`config.mk`:
```
export PLATFORM = sky130hd
export DESIGN_NAME = div_result_bcd
export DESIGN_NICKNAME = d
export VERILOG_FILES = /design/src/rtl/div_fmt_pkg.sv /design/src/rtl/bcd_digit_adj.sv /design/src/rtl/div_result_bcd.sv
export SDC_FILE = /design/constraint.sdc
export NUM_CORES = 1
export LEC_CHECK = 0
export BUFFER_PORTS_ARGS = -buffer_cell sky130_fd_sc_hd__buf_2
export CAP_MARGIN = 40
export CORE_MARGIN = 1.5
export CORE_UTILIZATION = 62
export CTS_CLUSTER_DIAMETER = 50
export DETAILED_ROUTE_END_ITERATION = 10
export PLACE_DENSITY_LB_ADDON = 0.3
export SYNTH_ARGS = -nofsm -noshare
export SYNTH_HDL_FRONTEND = slang
export SYNTH_HIERARCHICAL = 1
export SYNTH_SLANG_ARGS = --single-unit
```
`constraint.sdc`:
```
create_clock -name clock -period 4.3 [get_ports clock]
set_clock_uncertainty 0.1 [all_clocks]
set_input_delay 0.43 -clock clock [delete_from_list [all_inputs] [get_ports clock]]
set_output_delay 0.43 -clock clock [all_outputs]
set_load 0.005 [all_outputs]
```
`src/rtl/div_fmt_pkg.sv`:
```
// div_fmt_pkg: shared definitions for the divider result BCD formatter.
//   - state_e      : formatter FSM states
//   - DEF_WIDTH    : default binary width (divider quotient width)
//   - DEF_DIGITS   : default BCD digit count
//   - DEF_CNT_W    : bit-counter width for the default binary width
//   - nib_add3()   : double-dabble nibble correction (>=5 gets +3)
package div_fmt_pkg;

  typedef enum logic [1:0] {
    ST_IDLE  = 2'd0,
    ST_SHIFT = 2'd1,
    ST_DONE  = 2'd2
  } state_e;

  localparam int DEF_WIDTH  = 16;
  localparam int DEF_DIGITS = 5;
  localparam int DEF_CNT_W  = $clog2(DEF_WIDTH);

  // A nibble of 5..9 would become >=10 after the next doubling, so pre-add 3
  // to make the carry land in the next digit.
  function automatic logic [3:0] nib_add3(input logic [3:0] nib);
    logic [3:0] res;
    if (nib >= 4'd5) begin
      res = nib + 4'd3;
    end else begin
      res = nib;
    end
    return res;
  endfunction

endpackage

```
`src/rtl/bcd_digit_adj.sv`:
```
// bcd_digit_adj: combinational single-digit double-dabble corrector.
// Ports:
//   i_nib  in  4  BCD digit before the shift
//   o_nib  out 4  digit with +3 applied when it is 5 or more
module bcd_digit_adj
  import div_fmt_pkg::*;
(
  input  logic [3:0] i_nib,
  output logic [3:0] o_nib
);

  assign o_nib = nib_add3(i_nib);

endmodule

```
`src/rtl/div_result_bcd.sv`:
```
// div_result_bcd: sequential binary-to-packed-BCD formatter for the divider
// quotient. Accepts one word per valid/ready handshake, optionally as two's
// complement, converts its magnitude one bit per cycle by shift-and-add-3 and
// holds digits, sign and significant-digit count until the consumer takes them.
// Ports:
//   clock        in   1         rising-edge clock
//   rst_n        in   1         asynchronous active-low reset
//   in_valid     in   1         quotient available
//   in_ready     out  1         high only while idle
//   in_value     in   WIDTH     quotient
//   in_signed    in   1         interpret in_value as two's complement
//   out_valid    out  1         result held stable
//   out_ready    in   1         consumer takes result
//   out_bcd      out  4*DIGITS  packed BCD, digit 0 in [3:0]
//   out_neg      out  1         input was negative (signed mode)
//   out_ndigits  out  3         significant digits, 1..DIGITS
module div_result_bcd
  import div_fmt_pkg::*;
#(
  parameter int WIDTH  = DEF_WIDTH,
  parameter int DIGITS = DEF_DIGITS
) (
  input  logic                clock,
  input  logic                rst_n,
  input  logic                in_valid,
  output logic                in_ready,
  input  logic [WIDTH-1:0]    in_value,
  input  logic                in_signed,
  output logic                out_valid,
  input  logic                out_ready,
  output logic [4*DIGITS-1:0] out_bcd,
  output logic                out_neg,
  output logic [2:0]          out_ndigits
);

  localparam int CW = (WIDTH > 1) ? $clog2(WIDTH) : 1;
  localparam int BW = 4 * DIGITS;

  state_e           r_state;
  state_e           w_state_nxt;
  logic [WIDTH-1:0] r_bin;
  logic [BW-1:0]    r_bcd;
  logic [CW-1:0]    r_cnt;
  logic             r_neg;
  logic [BW-1:0]    r_out_bcd;
  logic             r_out_neg;
  logic [2:0]       r_out_ndigits;

  logic             w_accept;
  logic             w_last;
  logic             w_is_neg;
  logic [WIDTH-1:0] w_mag;
  logic [BW-1:0]    w_adj;
  logic [BW-1:0]    w_bcd_nxt;
  logic [2:0]       w_ndig;
  logic             w_unused_msb;

  assign w_accept = (r_state == ST_IDLE) && in_valid;
  assign w_last   = (r_state == ST_SHIFT) && (r_cnt == CW'(WIDTH - 1));
  assign w_is_neg = in_signed & in_value[WIDTH-1];
  // Subtracting from zero maps the most negative value onto its unsigned magnitude.
  assign w_mag    = w_is_neg ? ({WIDTH{1'b0}} - in_value) : in_value;

  for (genvar g = 0; g < DIGITS; g++) begin : g_adj
    bcd_digit_adj u_adj (
      .i_nib (r_bcd[4*g +: 4]),
      .o_nib (w_adj[4*g +: 4])
    );
  end

  // {bcd, bin} shifted left by one after correction. The top digit never
  // reaches 8 because 10^DIGITS exceeds the input range, so its MSB is dropped.
  assign w_bcd_nxt    = {w_adj[BW-2:0], r_bin[WIDTH-1]};
  assign w_unused_msb = w_adj[BW-1];

  // Significant-digit count of the final BCD word: highest nonzero digit + 1.
  always_comb begin
    w_ndig = 3'd1;
    for (int i = 0; i < DIGITS; i++) begin
      if (w_bcd_nxt[4*i +: 4] != 4'd0) begin
        w_ndig = 3'(i + 1);
      end else begin
        w_ndig = w_ndig;
      end
    end
  end

  // FSM state register.
  always_ff @(posedge clock or negedge rst_n) begin
    if (!rst_n) begin
      r_state <= ST_IDLE;
    end else begin
      r_state <= w_state_nxt;
    end
  end

  // FSM next-state logic.
  always_comb begin
    w_state_nxt = r_state;
    case (r_state)
      ST_IDLE: begin
        if (in_valid) begin
          w_state_nxt = ST_SHIFT;
        end else begin
          w_state_nxt = ST_IDLE;
        end
      end
      ST_SHIFT: begin
        if (w_last) begin
          w_state_nxt = ST_DONE;
        end else begin
          w_state_nxt = ST_SHIFT;
        end
      end
      ST_DONE: begin
        if (out_ready) begin
          w_state_nxt = ST_IDLE;
        end else begin
          w_state_nxt = ST_DONE;
        end
      end
      default: w_state_nxt = ST_IDLE;
    endcase
  end

  // FSM handshake outputs, decoded from the registered state.
  always_comb begin
    in_ready  = 1'b0;
    out_valid = 1'b0;
    case (r_state)
      ST_IDLE:  in_ready  = 1'b1;
      ST_SHIFT: in_ready  = 1'b0;
      ST_DONE:  out_valid = 1'b1;
      default: begin
        in_ready  = 1'b0;
        out_valid = 1'b0;
      end
    endcase
  end

  // Conversion datapath: capture magnitude on accept, shift-and-add-3 per cycle.
  always_ff @(posedge clock or negedge rst_n) begin
    if (!rst_n) begin
      r_bin <= {WIDTH{1'b0}};
      r_bcd <= {BW{1'b0}};
      r_cnt <= {CW{1'b0}};
      r_neg <= 1'b0;
    end else begin
      case (r_state)
        ST_IDLE: begin
          if (w_accept) begin
            r_bin <= w_mag;
            r_bcd <= {BW{1'b0}};
            r_cnt <= {CW{1'b0}};
            r_neg <= w_is_neg;
          end
        end
        ST_SHIFT: begin
          r_bcd <= w_bcd_nxt;
          r_bin <= {r_bin[WIDTH-2:0], 1'b0};
          r_cnt <= r_cnt + {{(CW-1){1'b0}}, 1'b1};
        end
        default: begin
          r_cnt <= r_cnt;
        end
      endcase
    end
  end

  // Result registers: loaded only on the DONE-entry edge, held otherwise.
  always_ff @(posedge clock or negedge rst_n) begin
    if (!rst_n) begin
      r_out_bcd     <= {BW{1'b0}};
      r_out_neg     <= 1'b0;
      r_out_ndigits <= 3'd1;
    end else if (w_last) begin
      r_out_bcd     <= w_bcd_nxt;
      r_out_neg     <= r_neg;
      r_out_ndigits <= w_ndig;
    end
  end

  assign out_bcd     = r_out_bcd;
  assign out_neg     = r_out_neg;
  assign out_ndigits = r_out_ndigits;

endmodule

```
# Yosys cells after proc, flatten, opt, wreduce, memory -nomap -nowiden
# Index checks and enable logic that the tools add are counted.
[classes] n_addsub=7 n_bitwise=1 eq_ne=4 n_reduce_logical=10 n_lt_le_gt_ge=5 n_mux=22
[ops] operator="$pmux 20 s2" count=1
[ops] operator="$mux 16" count=2
[ops] operator="$pmux 16 s2" count=1
[ops] operator="$ge 4x3->1 const B" count=5
[ops] operator="$mux 20" count=1
[ops] operator="$mux 4" count=5
[ops] operator="$add 4x2->4 const B" count=4
[ops] operator="$reduce_bool 4->1" count=4
[ops] operator="$sub 1x16->16 const A" count=1
[ops] operator="$mux 3" count=3
[ops] operator="$mux 2" count=4
[ops] operator="$pmux 4 s2" count=1
[ops] operator="$pmux 2 s3" count=1
[ops] operator="$add 4x1->4 const B" count=1
[ops] operator="$eq 4x4->1 const B" count=1
[ops] operator="$reduce_and 2->1" count=2
[ops] operator="$add 3x2->3 const B" count=1
[ops] operator="$mux 1" count=3
[ops] operator="$eq 2x1->1 const B" count=1
[ops] operator="$eq 2x2->1 const B" count=1
[ops] operator="$logic_and 1x1->1" count=2
[ops] operator="$logic_not 2->1" count=1
[ops] operator="$ne 2x2->1 const B" count=1
[ops] operator="$reduce_bool 2->1" count=1
[ops] operator="$and 1x1->1" count=1
[word_totals] out_inout_bits=26 wordCells=57 regBits=67

# Depth between registers and ports, before layout
[depth] depth_word=7 depth_mapped=9 ltp_nobuf=9

# Modules after synthesis
# Netlist, hierarchy kept.
[modules_own_cells] module="div_result_bcd" area_per_inst_um2=2992.9 cells_each=287 instances=1
[modules_own_cells] module="bcd_digit_adj" area_per_inst_um2=101.3 cells_each=16 instances=5

# Least setup slack after synthesis
# OpenSTA, ideal clock, no wires.
[synth_path] path_kind="register to register" start="reg r_bcd[4]" end="reg r_out_ndigits[0], in the netlist out_ndigits[0]" synth_period_minus_slack_ns=1.856 path_stages_with_launch=9 arrival_time_ns=1.679 setup_slack_ns=2.444 path_cell_list="dfrtp_1 > ha_1 > nand2b_1 > a21oi_2 > mux2i_1 > nor4_1 > nand2b_1 > nand2_1 > a31oi_1"
[synth_between] elab_chain_len=7
[synth_rtl] item="from (decl)" line="div_result_bcd.sv:42" text="logic [BW-1:0] r_bcd;"
[synth_rtl] item="from (signal assigned)" line="div_result_bcd.sv:145" text="r_bcd <= {BW{1'b0}};"
[synth_rtl] item="from (signal assigned)" line="div_result_bcd.sv:153" text="r_bcd <= {BW{1'b0}};"
[synth_rtl] item="from (signal assigned)" line="div_result_bcd.sv:159" text="r_bcd <= w_bcd_nxt;"
[synth_rtl] item="$add 4x2->4 or $ge 4x3->1 (tied branches)" line="div_fmt_pkg.sv:24, div_fmt_pkg.sv:23"
[synth_rtl] item="$mux 4 *" line="div_fmt_pkg.sv:23" text="if (nib >= 4'd5) begin"
[synth_rtl] item="via w_adj[5]" line="div_result_bcd.sv:53" text="logic [BW-1:0] w_adj;"
[synth_rtl] item="$reduce_bool 4->1 *" line="div_result_bcd.sv:80" text="if (w_bcd_nxt[4*i +: 4] != 4'd0) begin"
[synth_rtl] item="$mux 2 * (2 in a row)" line="div_result_bcd.sv:80"
[synth_rtl] item="$mux 3 * (2 in a row)" line="div_result_bcd.sv:80"
[synth_rtl] item="to (signal assigned)" line="div_result_bcd.sv:179" text="r_out_ndigits <= w_ndig;"
[synth_rtl] item="to (decl)" line="div_result_bcd.sv:47" text="logic [2:0] r_out_ndigits;"
# Mark *: on every way through the listed nets, which the timed path passes. The rest lies on a longest branch.
# A chain may end at the register's enable or synchronous reset.

# Worst setup path after layout
[layout_path] start="reg r_state[0]" end="reg r_out_bcd[9], in the netlist out_bcd[9]"
[layout_between] elab_chain_len=2
[layout_rtl] item="from (decl)" line="div_result_bcd.sv:39" text="state_e r_state;"
[layout_rtl] item="from (signal assigned)" line="div_result_bcd.sv:93" text="r_state <= w_state_nxt;"
[layout_rtl] item="$eq 2x1->1" line="div_result_bcd.sv:59" text="assign w_last = (r_state == ST_SHIFT) && (r_cnt == CW'(WIDTH - 1));"
[layout_rtl] item="$logic_and 1x1->1" line="div_result_bcd.sv:59"
[layout_rtl] item="to (signal assigned)" line="div_result_bcd.sv:173" text="r_out_bcd <= {BW{1'b0}};"
[layout_rtl] item="to (signal assigned)" line="div_result_bcd.sv:177" text="r_out_bcd <= w_bcd_nxt;"
[layout_rtl] item="to (decl)" line="div_result_bcd.sv:45" text="logic [BW-1:0] r_out_bcd;"
# Every way passes these cells.

==> summary by stage <==
Hold path
The count of cells along the worst hold path is 2. The path class of the tightest hold or removal check is input pin to flop.

CTS
TritonCTS built the clock tree. Counting the buffers created by CTS gives 9. The clock drives 67 sinks.

The clock latency on the worst-skew pair is 0.35 ns. The clock root buffer is clkbuf_8. The number of gates resized after CTS was 0.

The clock-pin slew of the registers on the worst-case setup and hold paths is around 0.07 ns. The largest buffer count on any clock path is 2. In this run the number of H-tree levels came out at 3.

Floorplanning
For this configuration, the core starts out at a cell density of a little under two thirds. Measured along the y axis, the die boundary spans 77.92 um. Row generation in the floorplan step produced 27 rows. The number of I/O pins is 47.

From left edge to right edge, the die measures slightly below 80 um. The die outline area is 6071 um2. The core area is 5473 um2.

Timing
Setup repair after global routing left no endpoint under its margin. The worst path uses a little over half of the clock period. Setup violations remaining at the end of the flow were counted as 0. The count of pins over their slew limit is 0.

The worst pin sits at a relative slew slack of 45.45%. The maximum clock frequency is 426.5 MHz. For the pin with the worst max-slew slack, the measured transition is 0.8160 ns. The final worst setup slack is 1.955 ns. After routing, the total negative slack on setup checks comes to 0 ns. The shortest clock period the worst path allows after layout is 2.345 ns.

The hold violation count in the final report is 0.

Critical path
The worst setup path category is flop to flop. The critical path goes through inv_1 -> nor2_2 -> buf_4 -> and2_1 -> buf_4 -> mux2_2. The peak fanout along the critical path is 39.

The worst reg2reg path depth is 6. The data arrival time of the critical path is 2.48 ns. The delay of the slowest cell on the worst path is about 0.45 ns. On the critical path, the stage with the largest delay is an instance of and2_1.

The worst setup path is launched from a flop. The required time at the endpoint of the critical path is 4.43 ns. The worst register-to-register path has a setup slack of 1.96 ns. The nature of the critical path endpoint is a flop.

Among the stages of the critical path, the cell type that occurs most often is buf_4.

Synthesis
A synthesized cell averages 9.586 um2. In the synthesized netlist, the number of instances is 363. The number of warning messages in the yosys log is 6. The mapped cell area is 3480 um2. Counting every net in the synthesized netlist gives 396.

Route
In the final routed layout, each cell accounts on average for about 14 um. The starting DRC count in detailed routing is 184. The final routed wirelength across all metal layers is between 6000 and 7000 um. The routed layout has approximately 2700 vias. The first detailed-routing pass ran for 4 iterations. In this run the remaining antenna-violating nets after routing total 0.

In the routed layout, each cell is associated on average with a via count of 5.548. The number of remaining DRC errors is 0.

Power
The clock power share is around a fifth. The combinational cell fraction of total power is 41.9%. The internal power contribution is 1.784 mW. The switching power is ~1.1 mW.

For this design the static power due to leakage is 1.977 nW. VDD sags by at most 0.0003081 V. The power density normalized to cell area is 723.7 nW/um2.

The sequential power share is between 30% and 40%. Of the total power, the share spent switching nets is 39.06%. After layout, the design draws a total of just under 3 mW.

Global route
The number of antenna violations at the first check in global routing is 0. Global routing used 25.18% of the available tracks. The aggregate global routing overflow is 0. The first global-routing pass estimated between 10000 and 15000 um of wire. The number of global-route vias before repair is 2664. Entering global routing, the biggest net connects 40 pins.

Final layout
The number of nets in the finished design is between 400 and 500. From synthesis to final layout, the design area changed by 16.25%. Of the cells placed in the final design, the portion with a size suffix greater than 1 is 23.74%.

The antenna diode instance count is 0.

Placed design
The number of port buffers is 46. The setup slack at placement is around 2 ns. At the end of routability-driven placement, the weighted congestion stood at 0.8030. The wire-length estimate of the detail-placed layout is 4847 um.

Run status
The flow ran to the end, and the final reports show no timing, DRC or antenna violations.

Flow run
The number of maximum-capacitance violations is 0.
[flip-flops by register name (all words and copies together) (netlist names)]
register,count
r_state,2
r_cnt,4
r_bin,16
out_neg,1
out_ndigits,3
r_neg,1
out_bcd,20
r_bcd,20
[what timing repair did]
action | CTS | global route
buffers inserted | 0 | 0
hold buffers | 1 | 0
endpoints found under the hold margin | 20 | 0
[cells in the final DEF, fill, tap and decap left out, drive strengths merged]
master,instances
a31oi,4
nand2,72
buf,52
clkinv,1
mux2i,5
a221o,1
nor2,17
dfstp,1
nand2b,11
a21oi,10
xor2,6
nor3,1
clkinvlp,1
ha,12
nand4,2
and2,2
or4,1
a21o,1
nand3b,1
nor4,6
nand3,24
inv,16
mux2,21
a22oi,12
clkbuf,12
dlygate4sd3,1
dfrtp,66
nor2b,1
nor3b,1
o21ai,35
xnor2,12
o31ai,1
a22o,1
o41ai,1
a31o,1
and3,3
bufinv,2
[critical path: cells and delay by family, from the launching register on]
kind | cells | cell delay [ns]
simple gates | 2 | 0.53
flops | 1 | 0.42
mux | 1 | 0.37
buf+inv | 3 | 0.80
[routing by layer]
metal / global-route usage (%) / up-vias / share of wire, %
met3: 4.235 / 18 / 3.7
met1: 32.22 / 1280 / 45
met4: 14.64 / 0 / 2.9
li1: - / 1345 / -
met5: 0 / - / 0
met2: 40.35 / 70 / 49
[cell type report]
type / instances / area [um2]
Timing Repair Buffer: 53 / 305.3
Fill cell: 408 / 1428
Tap cell: 72 / 90.09
Sequential cell: 67 / 1678
Inverter: 16 / 60.06
Multi-Input combinational cell: 265 / 1684
Clock buffer: 12 / 155.1
Clock inverter: 4 / 72.57
[path summary, 6_finish.rpt]
check                                           to                     from
max reg2reg                 out_bcd[9]$_DFFE_PN0P_     r_state[0]$_DFF_PN0_
min reg2reg                out_bcd[10]$_DFFE_PN0P_  out_bcd[10]$_DFFE_PN0P_
min                          r_bin[15]$_DFFE_PN0P_             in_value[15]
max                         out_bcd[9]$_DFFE_PN0P_     r_state[0]$_DFF_PN0_
max in group asynchronous    r_bin[15]$_DFFE_PN0P_                    rst_n
min in group asynchronous    r_bcd[15]$_DFFE_PN0P_                    rst_n
[power by group through the flow]
stage          clock, mW  sequential [mW]  combinational, mW
2_1_floorplan          0             1.08              0.881
3_3_place_gp           0             1.10               1.16
3_5_place_dp           0             1.12               1.22
4_1_cts            0.602             1.11               1.23
5_1_grt            0.622             1.15               1.40
6_report           0.592             1.11               1.23
[per-stage QoR]
| step | hold slack, ns | cell area (um2) | utilization, % | instances |
|---|---|---|---|---|
| floorplan | 0.03441 | 3480 | - | 363 |
| global placement | 0.3791 | 3772 | 68.93 | 470 |
| detailed placement | 0.3292 | 3807 | 69.57 | 472 |
| CTS | 0.2507 | 4045 | 73.91 | 489 |
| global route | 0.2705 | 4045 | 73.91 | 489 |
| finish | 0.2621 | 4045 | 73.91 | 489 |
Note: power is estimated with default switching activity, not from simulation.
